`src/rtl/guitar_effect_fifo_if.sv`:
```
// Avalon-MM slave bus bundle for guitar_effect_fifo, plus its level interrupt.
interface guitar_effect_fifo_if;
    logic [4:0]  avl_address;
    logic        avl_read;
    logic        avl_write;
    logic [31:0] avl_writedata;
    logic [31:0] avl_readdata;
    logic        irq;

    modport master (
        output avl_address, avl_read, avl_write, avl_writedata,
        input  avl_readdata, irq
    );

    modport slave (
        input  avl_address, avl_read, avl_write, avl_writedata,
        output avl_readdata, irq
    );
endinterface

```
`src/rtl/guitar_effect_fifo.sv`:
```
// Buffered guitar effect: input FIFO -> gain -> clip -> output FIFO,
// processed at an internal audio-rate tick, with an Avalon-MM register map.

// Plain synchronous FIFO; a pop and a push in the same cycle both happen,
// so a full FIFO still accepts a push when it is also being popped.
module guitar_effect_fifo_buf #(
    parameter int W     = 16,
    parameter int DEPTH = 8,
    parameter int AW    = $clog2(DEPTH),
    parameter int CW    = AW + 1
) (
    input  logic          clk,
    input  logic          reset,
    input  logic          push,
    input  logic          pop,
    input  logic [W-1:0]  din,
    output logic [W-1:0]  dout,
    output logic [CW-1:0] count,
    output logic          empty,
    output logic          full
);
    logic [W-1:0]  mem [DEPTH];
    logic [AW-1:0] rd_ptr;
    logic [AW-1:0] wr_ptr;
    logic          do_pop;
    logic          do_push;

    assign empty   = (count == '0);
    assign full    = (count == CW'(DEPTH));
    assign do_pop  = pop & ~empty;
    assign do_push = push & (~full | do_pop);
    assign dout    = mem[rd_ptr];

    // pointer and occupancy bookkeeping
    always_ff @(posedge clk) begin
        if (!reset) begin
            rd_ptr <= '0;
            wr_ptr <= '0;
            count  <= '0;
        end else begin
            if (do_push) wr_ptr <= wr_ptr + AW'(1);
            if (do_pop)  rd_ptr <= rd_ptr + AW'(1);
            count <= count + CW'(do_push) - CW'(do_pop);
        end
    end

    // storage; contents are don't-care until pushed
    always_ff @(posedge clk) begin
        if (do_push) mem[wr_ptr] <= din;
    end
endmodule

module guitar_effect_fifo #(
    parameter int DATA_W     = 16,
    parameter int GAIN_W     = 8,
    parameter int FIFO_DEPTH = 8,
    parameter int TICK_DIV   = 100,
    parameter int IRQ_LEVEL  = 4
) (
    input logic clk,
    input logic reset,
    guitar_effect_fifo_if.slave bus
);
    localparam int CW = $clog2(FIFO_DEPTH) + 1;
    localparam int PW = DATA_W + GAIN_W + 1;
    localparam int TW = $clog2(TICK_DIV);
    localparam logic signed [PW-1:0] SMAX = {{(PW-DATA_W+1){1'b0}}, {(DATA_W-1){1'b1}}};
    localparam logic signed [PW-1:0] SMIN = ~SMAX;

    logic [GAIN_W-1:0] gain_r;
    logic [DATA_W-2:0] boost_r;
    logic [1:0]        mode_r;
    logic              en_r, irq_en_r, in_ovf, out_unf;
    logic [TW-1:0]     tick_cnt;
    logic              tick, issue, in_push, out_pop;
    logic [DATA_W-1:0] in_dout, out_dout, out_din;
    logic [CW-1:0]     in_count, out_count;
    logic              in_empty, in_full, out_empty, out_full;
    logic              s1_valid;
    logic signed [PW-1:0] s1_prod, prod_c, q_c, hi_c, clip_c, sat_c;
    logic [DATA_W-1:0] s1_sample;
    logic [1:0]        s1_mode;
    logic [31:0]       rd_mux;
    logic              unused_wdata;

    assign unused_wdata = ^bus.avl_writedata[31:DATA_W];

    assign in_push = bus.avl_write & (bus.avl_address == 5'h06);
    assign out_pop = bus.avl_read  & (bus.avl_address == 5'h05);
    assign tick    = (tick_cnt == '0);
    assign issue   = tick & en_r & ~in_empty
                   & ((int'(out_count) + int'(s1_valid)) < FIFO_DEPTH);

    guitar_effect_fifo_buf #(.W(DATA_W), .DEPTH(FIFO_DEPTH)) u_in_fifo (
        .clk(clk), .reset(reset), .push(in_push), .pop(issue),
        .din(bus.avl_writedata[DATA_W-1:0]), .dout(in_dout),
        .count(in_count), .empty(in_empty), .full(in_full)
    );

    guitar_effect_fifo_buf #(.W(DATA_W), .DEPTH(FIFO_DEPTH)) u_out_fifo (
        .clk(clk), .reset(reset), .push(s1_valid), .pop(out_pop),
        .din(out_din), .dout(out_dout),
        .count(out_count), .empty(out_empty), .full(out_full)
    );

    // tick timer: counts down cycles remaining until the next sample tick
    always_ff @(posedge clk) begin
        if (!reset || tick) tick_cnt <= TW'(TICK_DIV - 1);
        else                tick_cnt <= tick_cnt - TW'(1);
    end

    // register writes and sticky error flags (a new event wins over a clear)
    always_ff @(posedge clk) begin
        if (!reset) begin
            gain_r   <= GAIN_W'(16);
            boost_r  <= '1;
            mode_r   <= '0;
            en_r     <= 1'b0;
            irq_en_r <= 1'b0;
            in_ovf   <= 1'b0;
            out_unf  <= 1'b0;
        end else begin
            if (bus.avl_write) begin
                case (bus.avl_address)
                    5'h01: gain_r  <= bus.avl_writedata[GAIN_W-1:0];
                    5'h02: boost_r <= bus.avl_writedata[DATA_W-2:0];
                    5'h03: begin
                        if (bus.avl_writedata[4]) in_ovf  <= 1'b0;
                        if (bus.avl_writedata[5]) out_unf <= 1'b0;
                    end
                    5'h04: begin
                        mode_r   <= bus.avl_writedata[1:0];
                        en_r     <= bus.avl_writedata[2];
                        irq_en_r <= bus.avl_writedata[3];
                    end
                    default: ;
                endcase
            end
            if (in_push && in_full && !issue) in_ovf  <= 1'b1;
            if (out_pop && out_empty)         out_unf <= 1'b1;
        end
    end

    assign prod_c = PW'($signed(in_dout)) * PW'($signed({1'b0, gain_r}));

    // stage 1: capture the product plus the mode in force when the sample left the FIFO
    always_ff @(posedge clk) begin
        if (!reset) begin
            s1_valid  <= 1'b0;
            s1_prod   <= '0;
            s1_sample <= '0;
            s1_mode   <= '0;
        end else begin
            s1_valid <= issue;
            if (issue) begin
                s1_prod   <= prod_c;
                s1_sample <= in_dout;
                s1_mode   <= mode_r;
            end
        end
    end

    // stage 2: scale back by the 4 fractional gain bits, clip, then saturate
    always_comb begin
        hi_c   = PW'($signed({1'b0, boost_r}));
        q_c    = s1_prod >>> 4;
        clip_c = q_c;
        case (s1_mode)
            2'd0: clip_c = PW'($signed(s1_sample));
            2'd1: begin
                if (q_c > hi_c)       clip_c = hi_c;
                else if (q_c < -hi_c) clip_c = -hi_c;
            end
            2'd2: begin
                if (q_c > hi_c)                clip_c = hi_c;
                else if (q_c < -(hi_c >>> 1)) clip_c = -(hi_c >>> 1);
            end
            default: clip_c = '0;
        endcase
        sat_c = clip_c;
        if (clip_c > SMAX)      sat_c = SMAX;
        else if (clip_c < SMIN) sat_c = SMIN;
        out_din = sat_c[DATA_W-1:0];
    end

    // read-data decode
    always_comb begin
        rd_mux = '0;
        case (bus.avl_address)
            5'h01: rd_mux = 32'(gain_r);
            5'h02: rd_mux = 32'(boost_r);
            5'h03: rd_mux = {8'h00, 8'(out_count), 8'(in_count), 2'b00, out_unf, in_ovf,
                             out_full, out_empty, in_full, in_empty};
            5'h04: rd_mux = {28'h0, irq_en_r, en_r, mode_r};
            5'h05: if (!out_empty) rd_mux = {{(32-DATA_W){out_dout[DATA_W-1]}}, out_dout};
            default: rd_mux = '0;
        endcase
    end

    // registered read data (held between reads) and level interrupt
    always_ff @(posedge clk) begin
        if (!reset) begin
            bus.avl_readdata <= '0;
            bus.irq          <= 1'b0;
        end else begin
            if (bus.avl_read) bus.avl_readdata <= rd_mux;
            bus.irq <= irq_en_r & (int'(out_count) >= IRQ_LEVEL);
        end
    end
endmodule

```
`src/flat_wrapper.sv`:
```
// flat-port wrapper written by rule: the top's interface ports become plain ports
module guitar_effect_fifo_flat 
#(
    parameter int DATA_W     = 16,
    parameter int GAIN_W     = 8,
    parameter int FIFO_DEPTH = 8,
    parameter int TICK_DIV   = 100,
    parameter int IRQ_LEVEL  = 4
)
  (clk, reset, bus_avl_address, bus_avl_read, bus_avl_write, bus_avl_writedata, bus_avl_readdata, bus_irq);
  guitar_effect_fifo_if bus_i ();
  input logic clk;
  input logic reset;
  input wire logic [$bits(bus_i.avl_address)-1:0] bus_avl_address;
  input wire logic [$bits(bus_i.avl_read)-1:0] bus_avl_read;
  input wire logic [$bits(bus_i.avl_write)-1:0] bus_avl_write;
  input wire logic [$bits(bus_i.avl_writedata)-1:0] bus_avl_writedata;
  output wire logic [$bits(bus_i.avl_readdata)-1:0] bus_avl_readdata;
  output wire logic [$bits(bus_i.irq)-1:0] bus_irq;
  assign bus_i.avl_address = bus_avl_address;
  assign bus_i.avl_read = bus_avl_read;
  assign bus_i.avl_write = bus_avl_write;
  assign bus_i.avl_writedata = bus_avl_writedata;
  assign bus_avl_readdata = bus_i.avl_readdata;
  assign bus_irq = bus_i.irq;
  guitar_effect_fifo #(.DATA_W(DATA_W), .GAIN_W(GAIN_W), .FIFO_DEPTH(FIFO_DEPTH), .TICK_DIV(TICK_DIV), .IRQ_LEVEL(IRQ_LEVEL)) u_core (.clk(clk), .reset(reset), .bus(bus_i));
endmodule
```
`config.mk`:
```
export PLATFORM = sky130hd
export DESIGN_NAME = guitar_effect_fifo_flat
export DESIGN_NICKNAME = d
export VERILOG_FILES = /design/src/rtl/guitar_effect_fifo_if.sv /design/src/rtl/guitar_effect_fifo.sv /design/src/flat_wrapper.sv
export SDC_FILE = /design/constraint.sdc
export NUM_CORES = 1
export LEC_CHECK = 0
export CORE_AREA = 3 3 273 275
export DETAILED_ROUTE_END_ITERATION = 16
export DIE_AREA = 0 0 276 278
export PLACE_DENSITY = 0.5
export SYNTH_ARGS = -nofsm -noshare
export SYNTH_HDL_FRONTEND = slang
export SYNTH_SLANG_ARGS = --single-unit
export TNS_END_PERCENT = 30
```
`constraint.sdc`:
```
create_clock -name clk -period 11.8 [get_ports clk]
set_input_delay 1.77 -clock clk [delete_from_list [all_inputs] [get_ports clk]]
set_output_delay 1.77 -clock clk [all_outputs]
set_load 0.02 [all_outputs]
```
==> results.ini, run 1 <==
[floorplanning]
num_rows = 99
die_area_mm2 = 0.07673
fp.dieW_um = 276
core_area_mm2 = 0.07259
start_util_pct = 30.80
io_pins = 74
die_y_um = 278

[timing]
finClkSkew_ns = 0.01824
fin_crit_sh_pct = 57.05
max_freq_mhz = 148.6
slew_headroom_pct = 19.44
slew_viol_final = 0
fin_hold_ws_ns = 0.3978
setup_tns_ns = 0
period_needed_ns = 6.732
max_slew.worst_pin.slew_ns = 1.196
finalHoldViolCount = 0
rsz0062_at_grt = no
setup_violations = 0

[logic_synthesis]
avgSynthCellArea_um2 = 11.68
synth_ff_type = edfxtp_1
syn_area_mm2 = 0.02236
synth.distinct_cells = 77
syn_nets = 2190
ys_warn_count = 0
synth_top_area_share_pct = 34.38
synthTopCellsByArea = edfxtp_1 34%, dfxtp_1 11%, fa_1 9.3%, ha_1 7.3%, mux4_2 6.4%
synth.most_common_cell = edfxtp_1
synth_seq_cells = 379
yosys.area.top_type = edfxtp_1
ys_seq_area_share_pct = 45.39
netlist_top_cells_count = 256 x edfxtp_1, 186 x inv_1, 177 x nand2_1
synth_edf_count = 256
async_flop_share_pct = 0
synth_cells = 1914

[cts]
cts_tree = yes
clkLatencyLatePin_ns = 0.57
hold_buffers = 0
clockBufferDepth = 3
cts_resized = 0
cts-root-buf = clkbuf_16
htree_num_levels = 2
clock_sinks = 379
path_clk_slew_ns = 0.06
cts_setup_buffers = 0
tritoncts.num_buffers = 41

[global_route]
antenna_found_initial = 0
grt_pass1_vias = 15430
grt-ovfl-total = 0
grt_pass1_wl_um = 93140
grt_max_degree = 75
track_usage_pct = 15.63

[worst_setup_path]
path_max_fanout = 32
crit_chain = buf_4, mux4_2, mux2i_1, nor2b_1, fa_1, fa_1, inv_1, fa_1, inv_1, fa_1, ha_1, and3_1, a221o_1, nand2_1, nand2b_1, a21oi_1, o21ai_0, o41ai_1, xnor2_1, a21oi_1
criticalPathCategory = flip-flop to flip-flop
max_stage_delay_ns = 0.72
r2r-end = u_core.s1_prod[24]
cp-endpoint = u_core.s1_prod[24]
crit_arrival_ns = 7.16
crit_top_cell = fa_1
reg2reg_slack_ns = 5.07
worstPathRequired_ns = 12.22
end_kind = flip-flop
critPathSlowestCell = mux2i_1
startpoint_type = flip-flop
reg2regPathDepth = 20

[placement]
gp_congestion = 0.9005
dpl.hpwl_um = 42600
place_inst = 2877
port_buffers = 57

[power]
p_leak_nw = 9.621
irDropWorstVdd_mv = 0.08455
p_per_area_mw_per_mm2 = 109.9

[job]
drv_cap = 0

[routing]
drc = 0
vias = 14870
drt_wl_total_um = 60150
postRouteAntennaNets = 0
first_iter_violations = 940
vias_per_cell = 5.037
post_drt_wl_per_cell_um = 20.38
drtPass1Iterations = 5

[layout]
syn_to_final_growth_pct = 13.61
layout-drive-gt1-share_pct = 10.94
layout.nets = 2237
post-route-util_pct = 35.00
instances_no_fill = 2952
diodes = 0

[run_status]
outcome = finished clean

[min_path]
min_path_type = flip-flop to flip-flop

[report_power, final]
part	total [W]	internal [W]	switching (W)
Sequential	0.00142	0.00141	0.00000593
Combinational	0.0000906	0.0000360	0.0000546
Clock	0.00128	0.000741	0.000541
Total	0.00279	0.00219	0.000601
[cell type report]
cell class,count,area [µm²]
fill,7259,47180
multi-input combinational,1251,11120
sequential,379,10150
tap,959,1200
clock buffer,53,1081
timing repair buffer,101,898.4
inverter,187,701.9
clock inverter,22,249.0
[state kept, by name, summed over array words and instances (netlist names), 4 cells and up, named ones only]
register,cells
u_core.u_in_fifo.mem,128
u_core.u_out_fifo.mem,128
u_core.s1_prod,21
u_core.bus.avl_readdata,20
u_core.s1_sample,16
u_core.boost_r,15
u_core.gain_r,8
u_core.tick_cnt,7
u_core.u_in_fifo.count,4
u_core.u_out_fifo.count,4
[kinds of logic after synthesis]
kind of cell / Yosys count / share of synthesized area [%]
muxes: 115 / 8.785
buffers and inverters: 284 / 5.154
AOI/OAI and AO/OA: 305 / 9.619
and+or+nand+nor: 532 / 11.90
DFF: 379 / 45.39
xor gates and xnor gates: 64 / 2.507
adders and majority gates: 235 / 16.64
[layout by cell type (no fill, tap or decap), drive strengths merged, types with 11 or more instances in the layout]
cell type | Yosys | layout
a21boi | 36 | 36
a21oi | 54 | 54
clkinv | 0 | 16
edfxtp | 256 | 256
o211a | 21 | 21
fa | 104 | 104
mux4 | 64 | 64
xor2 | 18 | 18
clkbuf | 62 | 53
a221oi | 12 | 12
o211ai | 25 | 25
dfxtp | 123 | 123
mux2i | 41 | 41
clkdlybuf4s50 | 0 | 56
and2 | 46 | 46
a211oi | 11 | 11
nor3 | 20 | 20
ha | 131 | 131
a22oi | 15 | 15
nand4 | 11 | 11
nor2b | 60 | 60
nand2 | 177 | 177
nand2b | 43 | 43
inv | 187 | 188
nand3 | 33 | 33
xnor2 | 46 | 46
buf | 35 | 45
o21ai | 70 | 70
nor2 | 94 | 94
[critical path, delay by kind of cell, from the launching register on]
family	cells	cell delay (ns)
buffers and inverters	3	0.65
DFF	1	0.31
xor gates and xnor gates	1	0.17
and+or+nand+nor	4	0.52
adders and majority gates	5	2.34
AOI/OAI and AO/OA	5	1.30
muxes	2	1.31
[per-stage QoR]
stage | power, W | cell area, µm² | setup WS (ns)
global placement | 0.001538 | 24070 | 5.039
global route | 0.002892 | 25400 | 4.552
CTS | 0.002827 | 25400 | 4.976
detailed placement | 0.001539 | 24070 | 4.993
floorplan | 0.001497 | 22360 | 5.705
finish | 0.002791 | 25400 | 5.068
[metal layers]
layer,vias to the layer above,GRT usage (%),part of all wire [%]
met4,0,4.983,3.1
met3,100,2.458,5.4
met2,370,25.18,46
li1,6889,-,-
met1,7509,21.66,46
met5,-,0,0
[worst min-delay path by stage]
stage                  startpoint                  to  slack (ns)  cells after the start
6_report       u_core.tick_cnt[0]  u_core.tick_cnt[0]        0.40                      1
5_1_grt        u_core.tick_cnt[0]  u_core.tick_cnt[0]        0.43                      1
4_1_cts        u_core.tick_cnt[0]  u_core.tick_cnt[0]        0.40                      1
2_1_floorplan  u_core.tick_cnt[0]  u_core.tick_cnt[0]        0.37                      1
3_3_place_gp   u_core.tick_cnt[0]  u_core.tick_cnt[0]        0.38                      1
3_5_place_dp   u_core.tick_cnt[0]  u_core.tick_cnt[0]        0.39                      1
Power figures use the tool's default switching activity.
==> inputs of run 2 (changes only) <==
PLACE_DENSITY = 0.51   (was 0.5)
clock period = 5.94 ns   (was 11.8 ns; I/O delays follow)
==> results.ini, run 2 (synthesized netlist as in run 1, its figures left out) <==
[run_status]
outcome = finished clean  ; unchanged

[worst_setup_path]
startpoint_type = flip-flop  ; unchanged
path_max_fanout = 8  ; was 32
worstPathRequired_ns = 6.40  ; was 12.22 ns
cp_top_family = adder cells  ; unchanged
crit_arrival_ns = 6.13  ; was 7.16 ns
max_stage_delay_ns = 0.56  ; was 0.72 ns
end_kind = flip-flop  ; unchanged
critPathSlowestCell = fa_1  ; was mux2i_1
worst-path-buf-inv = 9  ; was 3
criticalPathCategory = flip-flop to flip-flop  ; unchanged
crit_top_cell = buf_4  ; was fa_1

[timing]
finClkSkew_ns = 0.02124  ; was 0.01824 ns
setup_slack_ns = 0.2711  ; was 5.068 ns
rsz0062_at_grt = yes  ; was no
fin_crit_sh_pct = 95.44  ; was 57.05%
slew_headroom_pct = 24.44  ; was 19.44%
setup_tns_ns = 0  ; unchanged
max_slew.worst_pin.slew_ns = 1.131  ; was 1.196 ns
finalHoldViolCount = 0  ; unchanged
setup_violations = 0  ; unchanged
max_freq_mhz = 176.4  ; was 148.6 MHz
slew_viol_final = 0  ; unchanged
period_needed_ns = 5.669  ; was 6.732 ns

[global_route]
grt_pass1_vias = 16030  ; was 15430
antenna_found_initial = 0  ; unchanged
track_usage_pct = 15.72  ; was 15.63%
grt-ovfl-total = 0  ; unchanged
grt_pass1_wl_um = 94450  ; was 93140 µm
grt_max_degree = 59  ; was 75

[routing]
vias_per_cell = 4.967  ; was 5.037
drt_wl_total_um = 60260  ; was 60150 µm
post_drt_wl_per_cell_um = 19.77  ; was 20.38 µm
vias = 15140  ; was 14870
drc = 0  ; unchanged
postRouteAntennaNets = 0  ; unchanged
drtPass1Iterations = 5  ; unchanged
first_iter_violations = 995  ; was 940

[floorplanning]
die_y_um = 278  ; unchanged
io_pins = 74  ; unchanged
die_area_mm2 = 0.07673  ; unchanged
start_util_pct = 30.80  ; unchanged
fp.dieW_um = 276  ; unchanged
num_rows = 99  ; unchanged
core_area_mm2 = 0.07259  ; unchanged

[power]
p_per_area_mw_per_mm2 = 214.6  ; was 109.9 mW/mm²
irDropWorstVdd_mv = 0.1852  ; was 0.08455 mV
p_leak_nw = 10.18  ; was 9.621 nW

[layout]
syn_to_final_growth_pct = 18.15  ; was 13.61%
multi_input_area_mm2 = 0.01125  ; was 0.01112 mm²
reg_top3 = u_core.u_in_fifo.mem (128), u_core.u_out_fifo.mem (128), u_core.s1_prod (21)  ; unchanged
final_common_cell = edfxtp_1  ; unchanged
layout-drive-gt1-share_pct = 16.13  ; was 10.94%
final_cell_mix = 256 x edfxtp_1, 186 x inv_1, 176 x nand2_1  ; was 256 x edfxtp_1, 186 x inv_1, 177 x nand2_1
finalInstanceArea_mm2 = 0.02642  ; was 0.02540 mm²
ff_latch_area_mm2 = 0.01015  ; about the same
layout.nets = 2333  ; was 2237
fillCellCount = 7180  ; was 7259
diodes = 0  ; unchanged

[job]
drv_cap = 0  ; unchanged

[placement]
postPlaceCellArea_mm2 = 0.02474  ; was 0.02407 mm²
port_buffers = 57  ; unchanged
gp_congestion = 0.8665  ; was 0.9005
dp_slack_ns = -0.03438  ; was 4.993 ns
dpl.hpwl_um = 43050  ; was 42600 µm

[cts]
htree_num_levels = 2  ; unchanged
tritoncts.num_buffers = 41  ; unchanged
clock_sinks = 379  ; unchanged
cts-root-buf = clkbuf_16  ; unchanged
cts_tree = yes  ; unchanged
clockBufferDepth = 3  ; unchanged
path_clk_slew_ns = 0.06  ; about the same
clkLatencyLatePin_ns = 0.57  ; about the same
hold_buffers = 0  ; unchanged

[min_path]
min_path_type = flip-flop to flip-flop  ; unchanged

==> run 2: worst reg2reg max path: cells and delay by family (launching register included) <==
family | cells | cell delay [ns]
buffers and inverters | 9 | 1.07
and+or+nand+nor | 2 | 0.32
muxes | 2 | 0.40
AOI/OAI and AO/OA | 8 | 1.10
xor gates and xnor gates | 1 | 0.18
adders and majority gates | 5 | 2.12
DFF | 1 | 0.37
==> run 2: timing repair <==
item                       CTS  global route
resized for setup            1            35
pin swaps                    0            23
setup buffers                0            16
setup endpoints to repair    1            67
cloned                       0             1
==> run 2: per-layer routing <==
metal,vias up,track usage [%],wire [µm],share of wire (%)
li1,7070,-,-,-
met1,7703,21.50,27990,46
met2,296,26.40,28660,48
met3,71,1.736,2159,3.6
met4,0,4.617,1451,2.4
met5,-,0,0,0
==> run 2: cell type report <==
cell class              count  area share [%]
multi-input cells        1251           42.57
flip-flops and latches    379           38.44
repair buffers            197           6.521
well taps                 959           4.542
clock buffers              48           4.059
inverters                 187           2.657
clock inverters            27           1.212
==> run 2: per-stage QoR <==
step                      instances  power (W)  utilization, %  hold WS, ns
after floorplan                1914   0.002975               -       0.3671
after global placement         2956   0.003066           34.08       0.3779
after detailed placement       2956   0.003071           34.08       0.3839
after CTS                      3031   0.005754           36.01       0.3955
after global routing           3048   0.005872           36.40       0.4187
final                          3048   0.005671           36.40       0.3964
==> run 2: final timing paths <==
kind	startpoint	endpoint	slack, ns	cells after the start
setup / recovery	flip-flop	u_core.s1_prod[17]	0.27	27
hold / removal	u_core.tick_cnt[0]	u_core.tick_cnt[0]	0.40	1
setup reg to reg	flip-flop	u_core.s1_prod[17]	0.27	27
hold reg to reg	u_core.tick_cnt[0]	u_core.tick_cnt[0]	0.40	1
==> run 2: power breakdown <==
group          leakage (nW)  internal (W)  switching, W
sequential             3.32       0.00281     0.0000102
clock                 0.679       0.00157       0.00109
combinational          6.18     0.0000834      0.000115
total                  10.2       0.00446       0.00121
